--- config.mk ---
export PLATFORM = sky130hd
export DESIGN_NAME = axis_rr_pkt_arbiter
export DESIGN_NICKNAME = d
export VERILOG_FILES = /design/src/rtl/axis_arb_pkg.sv /design/src/rtl/rr_pick.sv /design/src/rtl/axis_rr_pkt_arbiter.sv
export SDC_FILE = /design/constraint.sdc
export NUM_CORES = 1
export LEC_CHECK = 0
export BUFFER_PORTS_ARGS = -buffer_cell sky130_fd_sc_hd__buf_4
export CORE_UTILIZATION = 48
export CTS_CLUSTER_SIZE = 20
export DETAILED_ROUTE_END_ITERATION = 10
export HOLD_SLACK_MARGIN = 0.03
export PLACE_DENSITY = 0.85
export SYNTH_ARGS = -nofsm -noshare
export SYNTH_HDL_FRONTEND = slang
export SYNTH_SLANG_ARGS = --single-unit
--- constraint.sdc ---
create_clock -name clock -period 4.5 [get_ports clock]
set_input_delay 0.9 -clock clock [delete_from_list [all_inputs] [get_ports clock]]
set_output_delay 0.9 -clock clock [all_outputs]
set_load 0.02 [all_outputs]
--- src/rtl/axis_arb_pkg.sv ---
// Shared types and helpers for the packet round-robin arbiter family.
package axis_arb_pkg;

  // Arbiter lock state: IDLE looks for a winner, LOCK forwards one packet.
  typedef enum logic {
    IDLE = 1'b0,
    LOCK = 1'b1
  } arb_state_e;

  // Width of a source index; never narrower than one bit.
  function automatic int unsigned id_width(input int unsigned n);
    return (n > 1) ? $clog2(n) : 1;
  endfunction

endpackage

--- src/rtl/rr_pick.sv ---
// Combinational round-robin picker: returns the first requester at or after
// ptr, searching upward and wrapping at NUM-1.
module rr_pick #(
  parameter int unsigned NUM = 4,
  parameter int unsigned IDW = 2
) (
  input  logic [NUM-1:0] req,
  input  logic [IDW-1:0] ptr,
  output logic [IDW-1:0] gnt_id,
  output logic           any
);

  // One extra bit so ptr + offset cannot overflow before the wrap.
  logic [IDW:0] idx;

  // Walk offsets from farthest to nearest so the nearest requester wins.
  always_comb begin
    gnt_id = '0;
    idx    = '0;
    for (int i = NUM - 1; i >= 0; i--) begin
      idx = {1'b0, ptr} + (IDW + 1)'(i);
      if (idx >= (IDW + 1)'(NUM)) begin
        idx = idx - (IDW + 1)'(NUM);
      end
      if (req[idx[IDW-1:0]]) begin
        gnt_id = idx[IDW-1:0];
      end
    end
  end

  assign any = |req;

endmodule

--- src/rtl/axis_rr_pkt_arbiter.sv ---
// Packet-level round-robin arbiter sharing one AXI-stream sink between NUM
// sources. A grant is held from the first beat to the tlast handshake, so
// packets never interleave. An idle cycle separates consecutive packets,
// which keeps the sink datapath a pure mux off registered state.
module axis_rr_pkt_arbiter
  import axis_arb_pkg::*;
#(
  parameter int unsigned NUM       = 4,
  parameter int unsigned DSIZE     = 8,
  parameter int unsigned USIZE     = 1,
  parameter int unsigned MAX_BEATS = 256,
  localparam int unsigned IDW      = id_width(NUM)
) (
  input  logic                 clock,
  input  logic                 rst_n,
  input  logic                 enable,
  input  logic [NUM-1:0]       s_tvalid,
  output logic [NUM-1:0]       s_tready,
  input  logic [NUM*DSIZE-1:0] s_tdata,
  input  logic [NUM*USIZE-1:0] s_tuser,
  input  logic [NUM-1:0]       s_tlast,
  output logic                 m_tvalid,
  input  logic                 m_tready,
  output logic [DSIZE-1:0]     m_tdata,
  output logic [USIZE-1:0]     m_tuser,
  output logic                 m_tlast,
  output logic [IDW-1:0]       grant_id,
  output logic                 busy,
  output logic                 err_overlen
);

  // Counter reaches MAX_BEATS and then saturates there.
  localparam int unsigned CW = $clog2(MAX_BEATS + 1);
  localparam logic [CW-1:0] CNT_WARN = CW'(MAX_BEATS - 1);
  localparam logic [CW-1:0] CNT_MAX  = CW'(MAX_BEATS);

  arb_state_e     state_q;
  logic [IDW-1:0] ptr_q;
  logic [CW-1:0]  beat_cnt_q;
  logic           err_q;

  logic [IDW-1:0] pick_id;
  logic           pick_any;
  logic           hs;

  rr_pick #(
    .NUM (NUM),
    .IDW (IDW)
  ) u_pick (
    .req    (s_tvalid),
    .ptr    (ptr_q),
    .gnt_id (pick_id),
    .any    (pick_any)
  );

  assign hs          = m_tvalid & m_tready;
  assign busy        = (state_q == LOCK);
  assign err_overlen = err_q;

  // Lock FSM: grant on any request while enabled, release on tlast handshake.
  always_ff @(posedge clock or negedge rst_n) begin
    if (!rst_n) begin
      state_q  <= IDLE;
      ptr_q    <= '0;
      grant_id <= '0;
    end else if (state_q == IDLE) begin
      if (enable && pick_any) begin
        state_q  <= LOCK;
        grant_id <= pick_id;
        ptr_q    <= (pick_id == IDW'(NUM - 1)) ? '0 : pick_id + 1'b1;
      end
    end else if (hs && m_tlast) begin
      state_q <= IDLE;
    end
  end

  // Overlength watchdog: one pulse when the MAX_BEATS-th beat is not last.
  always_ff @(posedge clock or negedge rst_n) begin
    if (!rst_n) begin
      beat_cnt_q <= '0;
      err_q      <= 1'b0;
    end else begin
      err_q <= 1'b0;
      if (state_q != LOCK) begin
        beat_cnt_q <= '0;
      end else if (hs) begin
        if (m_tlast) begin
          beat_cnt_q <= '0;
        end else begin
          if (beat_cnt_q == CNT_WARN) begin
            err_q <= 1'b1;
          end
          if (beat_cnt_q != CNT_MAX) begin
            beat_cnt_q <= beat_cnt_q + 1'b1;
          end
        end
      end
    end
  end

  // Sink mux and ready steering; everything is held at zero outside LOCK.
  always_comb begin
    m_tvalid = 1'b0;
    m_tdata  = '0;
    m_tuser  = '0;
    m_tlast  = 1'b0;
    s_tready = '0;
    if (state_q == LOCK) begin
      m_tvalid           = s_tvalid[grant_id];
      m_tdata            = s_tdata[int'(grant_id) * DSIZE +: DSIZE];
      m_tuser            = s_tuser[int'(grant_id) * USIZE +: USIZE];
      m_tlast            = s_tlast[grant_id];
      s_tready[grant_id] = m_tready;
    end
  end

endmodule

==> out/metrics.csv <==
metric;value;unit
RSZ-0062 raised after global routing;no;
M3 GR Usage;0.0431;
core area;2480;sq um
final count of pins violating max slew;0;
# IOs;67;
Inst Count DP;218;
Post CTS Setup Buffer Count;0;
critical-path maximum fanout;16;
Clock transition at path regs;0.08;ns
max_slew headroom;0.504;
Worst Path Required;3.60;ns
ratio of cells with drive above 1 in the final layout;0.432;
Bufs on Longest Clock Path;2;
Chip Width;53.4;um
DRT antenna net count;0;
P per Cell Area;488;nW/um^2
TritonCTS buffer count;3;
initial antenna violation count;0;
max cap viols;0;
DRC errors left;0;
final setup fails;0;
first-pass GRT wire length;5150;um
Synth Cell Area;1270;sq um
routability cong.;0.907;
WP data arrival;2.15;ns
Max Freq;328;MHz
DPL Wire Length;2710;um
drt initial violations;21;
Final period util;0.678;
final hold vios;0;
Post-Layout Cell Count;222;
met1 Use GR;0.302;
worst-skew pair later-pin latency;0.28;ns
hold_buf cts;0;
Avg Cell Area, Syn;9.90;sq um
count of cell types in the netlist;38;
Hold WC Path Type;in -> async;
Tmin final;3.05;ns
Layout Nets;245;
Post-CTS Resized;0;
setup slack, reg-to-reg;2.22;ns
Routed wire per std cell;15.3;um
GR Util All Layers;0.256;
Root Driver;clkbuf_4;
Core Rows;18;
Least-Margin Pin Slew;0.744;ns
Ant. Diodes;0;
synthesis-to-finish area growth;41.4;%
YS warnings;0;
grt ovf;0;
Layout fillers;186;
TritonCTS clock tree;yes;
Die Y;53.4;um
total negative slack;0;ns
Mapped Nets;180;
Pwr Total;875;uW
maximum VDD drop;371;uV
run status;complete, no violations;
grt peak-use layer;met2;
DR vias;1275;
sequential area share after synthesis;0.296;
Pleak;0.862;nW
skew final;0.000974;ns
#FFs+latches synth;15;
largest net degree at the start of global routing;21;
Initial Util;0.512;
startpoint types;flop;
Post-Syn Instances;128;
Die ar.;2850;sq um
DRT Wirelength;3390;um
M2 GR Usage;0.450;
critical path class;reg -> out;
Port Buffers;66;
clock sinks;15;
commonest non-fill, non-tap cell in the layout;buf_4;
vias in the first global route;1144;
CTS H-tree depth;1;
most frequent cells in the layout;buf_4 (66), dfrtp_1 (15), nand2_1 (12), and2_1 (12), inv_1 (11);
drt first pass iters;4;
Setup crit end kind;output pin;
Via density;5.74;
==> final timing paths <==
path	startpoint	endpoint	cells past startpoint
setup / recovery	grant_id[0]	m_tlast	4
hold / removal	rst_n	err_overlen	1
setup reg to reg	grant_id[0]	beat_cnt_q[4]	3
hold reg to reg	ptr_q[0]	ptr_q[0]	2
max in group asynchronous	rst_n	beat_cnt_q[1]	1
min in group clock	ptr_q[0]	ptr_q[0]	2
==> layout make-up <==
| cell class | instances | area (sq um) | share of cell area |
|---|---|---|---|
| Multi-Input combinational cell | 96 | 816 | 0.455 |
| Clock buffer | 4 | 26.3 | 0.0147 |
| Tap cell | 30 | 37.5 | 0.0209 |
| Timing Repair Buffer | 66 | 495 | 0.277 |
| Inverter | 11 | 41.3 | 0.0230 |
| Sequential cell | 15 | 375 | 0.209 |
==> synthesized netlist by cell type <==
| library cell | n | area, sq um |
|---|---|---|
| a21oi_1 | 8 | 40.0 |
| a221oi_1 | 1 | 8.76 |
| a22o_1 | 1 | 8.76 |
| a41oi_1 | 1 | 8.76 |
| and2_1 | 12 | 75.1 |
| and2b_1 | 1 | 7.51 |
| and3_1 | 4 | 25.0 |
| and4_1 | 2 | 17.5 |
| and4bb_2 | 1 | 12.5 |
| buf_2 | 1 | 5.00 |
| buf_4 | 1 | 7.51 |
| buf_6 | 1 | 11.3 |
| clkbuf_1 | 3 | 11.3 |
| dfrtp_1 | 15 | 375 |
| ha_1 | 4 | 50.1 |
| inv_1 | 11 | 41.3 |
| mux2_2 | 2 | 22.5 |
| mux4_1 | 3 | 78.8 |
| mux4_2 | 8 | 180 |
| nand2_1 | 12 | 45.0 |
| nand2b_1 | 2 | 12.5 |
| nand3_1 | 3 | 15.0 |
| nand4_1 | 3 | 18.8 |
| nor2_1 | 7 | 26.3 |
| nor3_1 | 2 | 10.0 |
| nor4b_1 | 1 | 8.76 |
| o21ai_0 | 4 | 20.0 |
| o21ba_2 | 1 | 10.0 |
| o22ai_1 | 2 | 12.5 |
| o31ai_1 | 1 | 7.51 |
| o32ai_1 | 1 | 8.76 |
| o32ai_2 | 1 | 16.3 |
| or3_1 | 1 | 6.26 |
| or3_4 | 1 | 11.3 |
| or4_1 | 2 | 15.0 |
| or4b_1 | 1 | 10.0 |
| xnor2_1 | 1 | 8.76 |
| xor2_1 | 2 | 17.5 |
==> metrics by stage <==
| stage | hold WS, ns | util | area, sq um | setup slack [ns] |
|---|---|---|---|---|
| floorplan | 0.462 | - | 1270 | 1.95 |
| global placement | 0.488 | 0.713 | 1770 | 1.72 |
| detailed placement | 0.489 | 0.713 | 1770 | 1.71 |
| CTS | 0.459 | 0.723 | 1790 | 1.44 |
| global route | 0.449 | 0.723 | 1790 | 1.30 |
| finish | 0.450 | 0.723 | 1790 | 1.45 |
==> logic make-up (layout without fill, tap and decap cells) <==
group | count (synthesis) | in the layout | share of synthesized area
buf+inv | 17 | 81 | 0.0602
flops | 15 | 15 | 0.296
xor+xnor | 3 | 3 | 0.0207
compound gates | 21 | 21 | 0.112
mux | 13 | 13 | 0.222
simple gates | 55 | 55 | 0.250
fa+ha+maj | 4 | 4 | 0.0395
==> power breakdown <==
part	switching, mW	internal [mW]
Sequential	0.0901	0.161
Combinational	0.258	0.289
Clock	0.0426	0.0345
==> critical path: stages, from the launching register on <==
cell and delay [ns]:
dfrtp_1 0.83, mux4_2 0.70, inv_1 0.13, nor2_1 0.05, buf_4 0.16
==> registers in the layout, indices dropped and copies added (netlist names) <==
| name | flops |
|---|---|
| beat_cnt_q | 9 |
| busy | 1 |
| err_overlen | 1 |
| grant_id | 2 |
| ptr_q | 2 |
==> layer usage <==
metal | vias up | wire length (um)
li1 | 606 | -
met5 | - | 0
met3 | 5 | 311
met4 | 0 | 41
met2 | 67 | 1720
met1 | 597 | 1320
Note: power is estimated with default switching activity, not from simulation.
